File: src/rtl/ro_meas_pkg.sv
// ---------------------------------------------------------------------------
// ro_meas_pkg
// Shared definitions for the ring-oscillator measurement stage: FSM state
// encoding, default widths/timing and the saturation limit of the default
// edge counter.
// ---------------------------------------------------------------------------
package ro_meas_pkg;

  typedef enum logic [1:0] {
    ST_IDLE   = 2'd0,
    ST_SETTLE = 2'd1,
    ST_COUNT  = 2'd2,
    ST_DONE   = 2'd3
  } meas_state_t;

  localparam int DEF_GATE_W        = 16;
  localparam int DEF_CNT_W         = 16;
  localparam int DEF_SETTLE_CYCLES = 8;
  localparam int DEF_SYNC_STAGES   = 2;

  // Largest value the default-width edge counter can hold.
  localparam logic [DEF_CNT_W-1:0] CNT_MAX = '1;

endpackage

File: src/rtl/ro_sync_edge.sv
// ---------------------------------------------------------------------------
// ro_sync_edge
// Brings the asynchronous oscillator tap into the clk domain through a
// SYNC_STAGES flop chain and flags rising edges of the synchronised level.
// The edge detector runs continuously so its history flop is always primed.
//
// Ports:
//   clk       in   system clock
//   rst       in   asynchronous active-high reset
//   async_in  in   oscillator tap, asynchronous to clk
//   s         out  synchronised tap level
//   rise      out  one-cycle pulse: s is 1 now and was 0 the cycle before
// ---------------------------------------------------------------------------
module ro_sync_edge
  import ro_meas_pkg::*;
#(
  parameter int SYNC_STAGES = DEF_SYNC_STAGES
) (
  input  logic clk,
  input  logic rst,
  input  logic async_in,
  output logic s,
  output logic rise
);

  logic [SYNC_STAGES-1:0] sync_p0;
  logic                   prev_p1;

  always_ff @(posedge clk or posedge rst) begin
    if (rst) begin
      sync_p0 <= '0;
      prev_p1 <= 1'b0;
    end else begin
      // stage p0: synchroniser chain
      sync_p0 <= {sync_p0[SYNC_STAGES-2:0], async_in};
      // stage p1: previous synchronised level
      prev_p1 <= sync_p0[SYNC_STAGES-1];
    end
  end

  assign s    = sync_p0[SYNC_STAGES-1];
  assign rise = s & ~prev_p1;

endmodule

File: src/rtl/ro_freq_counter.sv
// ---------------------------------------------------------------------------
// ro_freq_counter
// Enables the ring oscillator, waits SETTLE_CYCLES, then counts rising edges
// of its tap over gate_cycles clk cycles and returns the (saturating) count
// through a valid/ready handshake. One measurement per accepted start.
//
// Ports:
//   clk           in   system clock
//   rst           in   asynchronous active-high reset
//   start         in   single-cycle request, accepted only when idle
//   gate_cycles   in   window length, sampled on the accepted start
//   ro_tap        in   oscillator tap (asynchronous)
//   ro_enable     out  oscillator enable (SETTLE and COUNT)
//   busy          out  high whenever not idle
//   result        out  edge count of the last measurement
//   overflow      out  counter saturated during the last measurement
//   result_valid  out  result/overflow valid
//   result_ready  in   consumer accepts result
// ---------------------------------------------------------------------------
module ro_freq_counter
  import ro_meas_pkg::*;
#(
  parameter int GATE_W        = DEF_GATE_W,
  parameter int CNT_W         = DEF_CNT_W,
  parameter int SETTLE_CYCLES = DEF_SETTLE_CYCLES,
  parameter int SYNC_STAGES   = DEF_SYNC_STAGES
) (
  input  logic              clk,
  input  logic              rst,
  input  logic              start,
  input  logic [GATE_W-1:0] gate_cycles,
  input  logic              ro_tap,
  output logic              ro_enable,
  output logic              busy,
  output logic [CNT_W-1:0]  result,
  output logic              overflow,
  output logic              result_valid,
  input  logic              result_ready
);

  localparam int SET_W = $clog2(SETTLE_CYCLES + 1);
  localparam int TMR_W = (GATE_W > SET_W) ? GATE_W : SET_W;
  localparam logic [TMR_W-1:0] SETTLE_LAST = TMR_W'(SETTLE_CYCLES - 1);
  localparam logic [CNT_W-1:0] CNT_SAT     = '1;

  // Returns {saturated, next_count}; the count sticks at all-ones.
  function automatic logic [CNT_W:0] sat_inc(input logic [CNT_W-1:0] c);
    if (c == CNT_SAT) begin
      return {1'b1, c};
    end
    return {1'b0, c + CNT_W'(1)};
  endfunction

  meas_state_t       state, state_nxt;
  logic [GATE_W-1:0] gate_q;
  logic [TMR_W-1:0]  timer, timer_nxt, gate_last;
  logic [CNT_W-1:0]  cnt, cnt_nxt;
  logic [CNT_W:0]    cnt_inc;
  logic              ovf, ovf_nxt;
  logic              load_result;
  logic              tap_s_unused;
  logic              tap_rise;

  ro_sync_edge #(
    .SYNC_STAGES (SYNC_STAGES)
  ) u_sync_edge (
    .clk      (clk),
    .rst      (rst),
    .async_in (ro_tap),
    .s        (tap_s_unused),
    .rise     (tap_rise)
  );

  assign gate_last = TMR_W'(gate_q) - TMR_W'(1);
  assign cnt_inc   = sat_inc(cnt);

  always_comb begin
    state_nxt   = state;
    timer_nxt   = timer;
    cnt_nxt     = cnt;
    ovf_nxt     = ovf;
    load_result = 1'b0;
    case (state)
      ST_IDLE: begin
        if (start) begin
          state_nxt = ST_SETTLE;
          timer_nxt = '0;
          cnt_nxt   = '0;
          ovf_nxt   = 1'b0;
        end
      end
      ST_SETTLE: begin
        if (timer == SETTLE_LAST) begin
          timer_nxt = '0;
          if (gate_q == '0) begin
            state_nxt   = ST_DONE;
            load_result = 1'b1;
          end else begin
            state_nxt = ST_COUNT;
          end
        end else begin
          timer_nxt = timer + TMR_W'(1);
        end
      end
      ST_COUNT: begin
        if (tap_rise) begin
          cnt_nxt = cnt_inc[CNT_W-1:0];
          ovf_nxt = ovf | cnt_inc[CNT_W];
        end
        // The edge seen in the last window cycle is folded in via cnt_nxt.
        if (timer == gate_last) begin
          state_nxt   = ST_DONE;
          timer_nxt   = '0;
          load_result = 1'b1;
        end else begin
          timer_nxt = timer + TMR_W'(1);
        end
      end
      ST_DONE: begin
        if (result_ready) begin
          state_nxt = ST_IDLE;
        end
      end
      default: state_nxt = ST_IDLE;
    endcase
  end

  always_ff @(posedge clk or posedge rst) begin
    if (rst) begin
      state    <= ST_IDLE;
      gate_q   <= '0;
      timer    <= '0;
      cnt      <= '0;
      ovf      <= 1'b0;
      result   <= '0;
      overflow <= 1'b0;
    end else begin
      state <= state_nxt;
      timer <= timer_nxt;
      cnt   <= cnt_nxt;
      ovf   <= ovf_nxt;
      if (state == ST_IDLE && start) begin
        gate_q <= gate_cycles;
      end
      if (load_result) begin
        result   <= cnt_nxt;
        overflow <= ovf_nxt;
      end
    end
  end

  assign ro_enable    = (state == ST_SETTLE) || (state == ST_COUNT);
  assign busy         = (state != ST_IDLE);
  assign result_valid = (state == ST_DONE);

endmodule
File: config.mk
export PLATFORM = sky130hd
export DESIGN_NAME = ro_freq_counter
export DESIGN_NICKNAME = d
export VERILOG_FILES = /design/src/rtl/ro_meas_pkg.sv /design/src/rtl/ro_sync_edge.sv /design/src/rtl/ro_freq_counter.sv
export SDC_FILE = /design/constraint.sdc
export NUM_CORES = 1
export LEC_CHECK = 0
export BUFFER_PORTS_ARGS = -buffer_cell sky130_fd_sc_hd__clkbuf_2
export CAP_MARGIN = 20
export CORE_ASPECT_RATIO = 0.9
export CORE_MARGIN = 3
export CORE_UTILIZATION = 53
export CTS_CLUSTER_DIAMETER = 80
export DETAILED_ROUTE_END_ITERATION = 8
export PLACE_DENSITY = 0.75
export RECOVER_POWER = 50
export SYNTH_ARGS = -nofsm -noshare
export SYNTH_HDL_FRONTEND = slang
export SYNTH_SLANG_ARGS = --single-unit
File: constraint.sdc
create_clock -name clk -period 3 [get_ports clk]
set_input_delay 0 -clock clk [delete_from_list [all_inputs] [get_ports clk]]
set_output_delay 0 -clock clk [all_outputs]
set_load 0.02 [all_outputs]
==> summary.txt, run 1 <==
STA
  • Final worst-path cycle share: 95.8%
  • RSZ-0062 raised after global routing: true
  • Worst Slack Setup Final: 0.127 ns
  • Setup violations, final: 0
  • Fin. Hold Viols: 0
  • Hold Slack: 0.265 ns
  • Fin crit period: 2.87 ns
  • Clk_skew: 0.00923 ns
  • Max Clk Rate: about 350 MHz
  • Slew @ Worst Pin: 1.41 ns
  • Final max-slew violation count: 0
  • Slew headroom: between 5 and 6%

Place
  • HPWL Detailed: 6240 um
  • Post-Place Cell Area: 4410 um^2
  • Gpl congestion: 0.869
  • Place WS: 0.0653 ns
  • Port Buffers: 40

Worst hold path
  • Worst Hold End: ovf
  • Hold path startpoint: start
  • Hold depth: 5
  • Hold Crit Class: in -> reg

Setup path
  • Worst Path Class, Setup: reg -> reg
  • Crit path largest cell delay: slightly below 0.5 ns
  • Slowest CP cell: a2111oi_0
  • CP Max Fanout: 6
  • R2R Setup Slk: around 0.13 ns
  • Worst r2r src: gate_q[6]
  • Worst path cell trace: nor4_4 > buf_4 > nand4_1 > xor2_1 > a311o_1 > a2111oi_0 > a21oi_1 > nor4b_1 > a211oi_1
  • Worst Path Required: 3.22 ns
  • Worst setup EP type: flop
  • Arrival time at the worst endpoint: 3.09 ns
  • Worst r2r dst: state[0]
  • CP Launch Type: flop
  • R2R cell count: 9

Final layout
  • # fillers: 543
  • Post-route cell area: 4790 um^2
  • Multi-input logic area: 2140 um^2
  • Final core occ: 66.3%
  • Area Growth Syn to Fin: 19.1%
  • Antenna diode count: 0
  • Final Net Count: 497
  • Seq. cell area: roughly 1800 um^2
  • Layout cells sized above 1: between 10% and 20%

Detailed routing
  • Vias/cell: just under 6
  • Mean routed wirelength per cell: 15.6 um
  • Antenna Nets Post-Route: 0
  • Vias after detailed routing: between 3,000 and 4,000
  • DRC viols: 0
  • Total wire length: ~8800 um
  • DRT Pass-1 Iters: 4
  • Iter 0 DRT Violations: roughly 190

Yosys
  • Cell variety after synth: 54
  • Mean Syn Cell Area: 10.1 um^2
  • Post-synth EDFFs: 0
  • Simple-Gate Fraction of Synth Area: 18.4%
  • Largest family of logic cells by synthesized area: simple AND/OR/NAND/NOR gates
  • Post-synthesis mux area share: 11.2%
  • Xor and xnor area share after synthesis: under 10%
  • Primary FF master, synth: dfrtp_1
  • Netlist Area Pre-Place: 4020 um^2
  • Synthesized instance count: 396
  • Yosys Warn Count: 0
  • Asr flop ratio synth: 100%
  • Complex-gate fraction of the synthesized area: 14.8%
  • Syn_nets: 425
  • Seq cells post-synth: 71
  • Seq/Total Area, Yosys: 44.2%
  • Post-Synth Adder-Cell Area: ~2.5%

Clock network
  • CTS tree: done
  • CTS Sinks: between 70 and 80
  • CTS clk-pin slew, worst paths: 0.08 ns
  • Num CTS Buffers: 9
  • Clock Latency Late Sink: 0.34 ns
  • Root Buffer: clkbuf_8
  • Bufs on Longest Clock Path: 2
  • H-tree levels: 3

Die
  • Starting Density: 55.6%
  • IO Pins: between 40 and 50
  • Die span in y: 88.6 um
  • Die width: 97.8 um
  • DIE AREA: 8660 um^2
  • Core Area: 7220 um^2
  • Number of cell rows: 29

Global routing
  • Tot GR Track Use: 21.7%
  • First-pass GRT wire length: 15,100 um
  • Number of global-route vias before repair: 3,160
  • GRT overflow: 0
  • Largest net degree at the start of global routing: a little over 40
  • Initial antenna violation count: 0

Power
  • Peak VDD IR: 0.324 mV
  • Pleak: 2.13 nW
  • PD cells: 385 nW/um^2

Run status
  • Status: completed

Job
  • Max Cap Viol: 0
[cell type report]
class                           instances  area share (%)
Timing Repair Buffer                   78            10.5
Clock buffer                            9            2.59
Sequential cell                        71            37.1
Tap cell                               93            2.43
Multi-Input combinational cell        296            44.6
Inverter                               12           0.941
Clock inverter                          6            1.80
[logic make-up (layout without fill, tap and decap cells)]
group | Yosys count | count (layout)
AO/OA/AOI/OAI | 87 | 87
XOR/XNOR | 26 | 26
adder cells (fa/ha/maj) | 8 | 8
buffers and inverters | 29 | 105
flip-flops | 71 | 71
multiplexers | 37 | 37
AND/OR/NAND/NOR | 138 | 138
[layout by cell type, fill, tap and decap left out, types with 8 or more instances in the layout]
master,instances
o21ai_0,36
ha_1,8
nor2_1,18
xor2_1,12
and3_1,15
xnor2_1,13
dlygate4sd3_1,18
mux2_2,17
clkbuf_8,9
nor3_1,11
buf_4,18
clkbuf_2,23
a21oi_1,11
nand2_1,38
nand4_1,11
mux2_4,10
nor2b_1,8
inv_1,12
clkbuf_1,19
dfrtp_1,71
[cell usage after synthesis (5+ instances only)]
cell type  count  share of area (%)
mux2_4        10                3.7
ha_1           8                2.5
clkbuf_1      11                1.0
nand4_1       11                1.7
nor2b_1        8                1.2
buf_2          5               0.62
xnor2_1       13                2.8
dfrtp_1       71                 44
and3_1        15                2.3
xor2_1        12                2.6
a22o_1         6                1.3
inv_1         12                1.1
mux2_2        17                4.8
a21oi_1       11                1.4
mux2_1         7                2.0
nor3_1        11                1.4
nand3_1        7               0.87
a31oi_1        8                1.2
o21ai_0       36                4.5
nor2_1        19                1.8
nand2_1       38                3.6
[registers in the layout (all words and copies together) (netlist names)]
register	count
ovf	1
state	2
gate_q	16
u_sync_edge.sync_p0	2
cnt	16
timer	16
u_sync_edge.prev_p1	1
result	16
overflow	1
[where the power goes]
group	total [mW]	leakage [nW]	switching, mW	internal, mW
Sequential	0.959	0.772	0.000862	0.959
Clock	0.816	0.105	0.355	0.462
Combinational	0.0681	1.25	0.0351	0.0329
Total	1.84	2.13	0.391	1.45
[per-layer routing]
| metal | vias to the layer above | routed length (um) | share of wire, % | GRT usage [%] |
|---|---|---|---|---|
| li1 | 1591 | - | - | - |
| met1 | 1596 | 4430 | 50 | 32.0 |
| met2 | 93 | 3880 | 44 | 33.4 |
| met3 | 9 | 385 | 4.4 | 3.94 |
| met4 | 0 | 102 | 1.2 | 6.42 |
| met5 | - | 0 | 0 | 0 |
[worst max-delay path, delay by kind of cell (launching register included)]
kind	cells	cell delay (ns)
flip-flops	1	0.48
AO/OA/AOI/OAI	4	1.15
AND/OR/NAND/NOR	3	0.76
buffers and inverters	1	0.18
XOR/XNOR	1	0.16
[stage by stage]
stage / power (mW) / TNS (ns) / std cells
3_3_place_gp: 1.03 / 0 / 532
5_1_grt: 1.91 / -0.0900 / 565
3_5_place_dp: 1.03 / 0 / 532
2_1_floorplan: 1.01 / 0 / 396
4_1_cts: 1.86 / 0 / 565
6_report: 1.84 / 0 / 565
[worst max-delay path by stage]
stage / cells past startpoint / end / slack (ns) / start
6_report: 9 / state[0] / 0.13 / gate_q[6]
5_1_grt: 11 / timer[10] / -0.02 / gate_q[1]
4_1_cts: 12 / timer[13] / 0.009 / gate_q[1]
3_5_place_dp: 12 / timer[13] / 0.07 / gate_q[1]
3_3_place_gp: 11 / result[7] / 0.21 / gate_q[0]
2_1_floorplan: 12 / overflow / 0.03 / gate_q[0]
[what timing repair did]
item,4_1_cts,5_1_grt
resized for setup,0,3
hold buffers,18,0
endpoints found under the hold margin,55,0
endpoints found under the setup margin,0,12
buffers inserted,0,0
No activity file was read; power rests on OpenSTA's default activity.
==> run 2, diff against run 1 <==
ABC_AREA = 1   (was unset)
CORE_UTILIZATION = 54   (was 53)
==> run 2 against run 1 <==
  * The run now ends with max-capacitance violations, max-slew violations left
  * Critical path depth shrank 1
  * Worst hold slack lost 0.17 ns
  * Core utilization rose by 0.16 points
  * Largest cell class unchanged
  * Sequential share of layout area is 2.7 points lower
  * Register-to-register slack better by 0.31 ns
  * Synthesized cell count rose by 55%
  * Global-route usage increased by 4.1 points
==> summary.txt, run 2 <==
STA
  • Clk_skew: 0.0120 ns (+0.00281 ns)
  • Setup violations, final: 0 (unchanged)
  • Fin. Hold Viols: 0 (unchanged)
  • Slew @ Worst Pin: 1.52 ns (+0.107 ns)
  • Fin crit period: 2.57 ns (-0.305 ns)
  • RSZ-0062 raised after global routing: false
  • Slew headroom: -1.44% (-7.0 points)
  • Final max-slew violation count: 30 (+30)
  • Sum of negative setup slack: 0 ns (unchanged)
  • Max Clk Rate: 389 MHz (+12%)
  • Final worst-path cycle share: 85.6% (-10 points)

Clock network
  • Clock Latency Late Sink: 0.35 ns (about the same)
  • CTS tree: done
  • Bufs on Longest Clock Path: 2 (unchanged)
  • Post_cts resized: 0 (unchanged)
  • Num CTS Buffers: 9 (unchanged)
  • CTS Sinks: 71 (unchanged)
  • Post-CTS setup repair buffer count: 0 (unchanged)
  • CTS clk-pin slew, worst paths: 0.08 ns (about the same)
  • Hold_buf cts: 18 (unchanged)
  • Root Buffer: clkbuf_8
  • H-tree levels: 3 (unchanged)

Yosys
  • Post-synth EDFFs: 0 (unchanged)
  • Largest family of logic cells by synthesized area: simple AND/OR/NAND/NOR gates
  • Asr flop ratio synth: 100% (unchanged)
  • Cell taking the most area after synthesis: dfrtp_1
  • Seq/Total Area, Yosys: 39.9% (-4.4 points)
  • Mean Syn Cell Area: 7.28 um^2 (-28%)
  • Syn_nets: 641 (+51%)
  • Cell variety after synth: 43 (-20%)
  • Post-synthesis mux area share: 0.983% (-10 points)
  • Top post-synthesis cells by count: 171 x nand2_1, 83 x nand3_1, 75 x inv_1
  • Synthesized instance count: 612 (+55%)
  • Xor and xnor area share after synthesis: 4.52% (-1.3 points)
  • Netlist Area Pre-Place: 4460 um^2 (+11%)
  • Simple-Gate Fraction of Synth Area: 38.0% (+20 points)
  • Share of the synthesized area in the top cell type: 39.9% (-4.4 points)
  • Most frequent cell after synthesis: nand2_1
  • Yosys Warn Count: 0 (unchanged)
  • Ranking of synthesized cells by area: dfrtp_1 40%, nand2_1 14%, nand3_1 9.3%, inv_1 6.3%, nor2_1 4.1%
  • Complex-gate fraction of the synthesized area: 6.04% (-8.7 points)
  • Post-Synth Adder-Cell Area: 2.25% (-0.25 points)
  • Seq cells post-synth: 71 (unchanged)
  • Primary FF master, synth: dfrtp_1

Setup path
  • R2R Setup Slk: 0.43 ns (+0.31 ns)
  • Arrival time at the worst endpoint: 2.85 ns (-0.24 ns)
  • CP Max Fanout: 17 (+11)
  • Worst Path Class, Setup: reg -> reg
  • Worst setup EP type: flop
  • Worst Path Required: 3.28 ns (+0.06 ns)
  • CP Launch Type: flop

Final layout
  • Post-route cell area: 5160 um^2 (+7.9%)
  • Commonest non-fill, non-tap cell in the layout: nand2_1
  • Layout cells sized above 1: 12.6% (-7.3 points)
  • Antenna diode count: 0 (unchanged)
  • Multi-input logic area: 2310 um^2 (+8.0%)
  • Final Net Count: 700 (+41%)
  • # fillers: 672 (+24%)
  • Seq. cell area: 1780 um^2 (unchanged)
  • Area Growth Syn to Fin: 15.8%
  • Most frequent cells in the layout: 171 x nand2_1, 83 x nand3_1, 75 x inv_1

Detailed routing
  • Total wire length: 11,400 um (+29%)
  • DRC viols: 0 (unchanged)
  • WL met1: 5800 um (+31%)
  • Met2 Routed Length: 4700 um (+21%)
  • DRT Pass-1 Iters: 5 (+1)
  • Met3 routed WL: 780 um (+100%)
  • Iter 0 DRT Violations: 299 (+56%)
  • Max layer used: met4
  • Antenna Nets Post-Route: 0 (unchanged)
  • Vias/cell: 5.44 (-6.5%)
  • Vias after detailed routing: 4,200 (+28%)
  • Mean routed wirelength per cell: 14.7 um (-5.3%)

Place
  • HPWL Detailed: 8330 um (+34%)
  • Port Buffers: 40 (unchanged)
  • Gpl congestion: 0.954 (+9.8%)
  • Post-Place Cell Area: 4740 um^2 (+7.6%)

Job
  • Max Cap Viol: 1 (+1)

Global routing
  • Tot GR Track Use: 25.9% (+4.1 points)
  • Number of global-route vias before repair: 3,895 (+23%)
  • First-pass GRT wire length: 19,300 um (+28%)
  • Largest net degree at the start of global routing: 30 (-27%)
  • Initial antenna violation count: 0 (unchanged)
  • GRT overflow: 0 (unchanged)

Power
  • Peak VDD IR: 0.867 mV (+170%)
  • Pleak: 2.54 nW (+19%)
  • PD cells: 749 nW/um^2 (+94%)

Worst hold path
  • Hold Crit Class: in -> reg

Die
  • Core Area: 7770 um^2 (+7.6%)
  • Starting Density: 57.4% (+1.7 points)
  • Die width: 102 um (+4.1%)
  • IO Pins: 41 (unchanged)
  • Die span in y: 92.2 um (+4.1%)
  • Number of cell rows: 30 (+3.4%)
  • DIE AREA: 9380 um^2 (+8.3%)

Run status
  • Status: complete, but fails checks
  • Failing checks: max-capacitance violations, max-slew violations
[run 2: worst paths after layout]
check	startpoint	cells after the start	to
worst min-delay path	start	3	gate_q[15]
worst min register to register	u_sync_edge.sync_p0[0]	0	u_sync_edge.sync_p0[1]
worst max register to register	state[0]	8	timer[6]
min in group asynchronous	rst	3	result[5]
worst max-delay path	state[0]	8	timer[6]
max in group asynchronous	rst	4	gate_q[3]
[run 2: layer usage]
layer / GRT usage [%] / vias to the layer above
li1: - / 2081
met1: 39.4 / 1972
met2: 36.8 / 136
met3: 6.92 / 11
met4: 4.98 / 0
met5: 0 / -
[run 2: worst max-delay path, stage by stage (launching register included)]
cell and delay (ns):
dfrtp_1 0.47, inv_1 0.10, ha_1 0.23, inv_1 0.13
nor2_2 0.05, or2_2 0.42, nor2_1 0.83, nand3_1 0.15
nand2_1 0.11
[run 2: layout make-up]
cell class	instances	area share, %
clock buffer	11	2.74
tap	96	2.33
sequential	71	34.4
timing repair buffer	65	7.83
multi-input combinational	448	44.7
clock inverter	5	2.50
inverter	76	5.53
[run 2: where the power goes]
group          internal (mW)  leakage, nW  switching [mW]
logic                  0.478         1.56            1.04
clock network          0.661        0.134           0.381
registers               1.11        0.841           0.198
[run 2: stage by stage]
step	cells	util (%)	hold slack (ns)	setup WS [ns]	total power, mW
floorplan	612	-	0.0314	0.827	2.41
finish	772	66.4	0.0960	0.432	3.86
CTS	772	66.8	0.0799	0.427	3.86
detailed placement	738	61.0	0.0317	0.445	2.80
global route	772	66.4	0.0985	0.190	4.13
global placement	738	61.0	0.0284	0.562	2.75
[run 2: kinds of logic after synthesis]
| logic type | Yosys count |
|---|---|
| simple gates | 367 |
| buf+inv | 93 |
| flops | 71 |
| compound gates | 46 |
| xor+xnor | 23 |
| fa+ha+maj | 8 |
| mux | 4 |
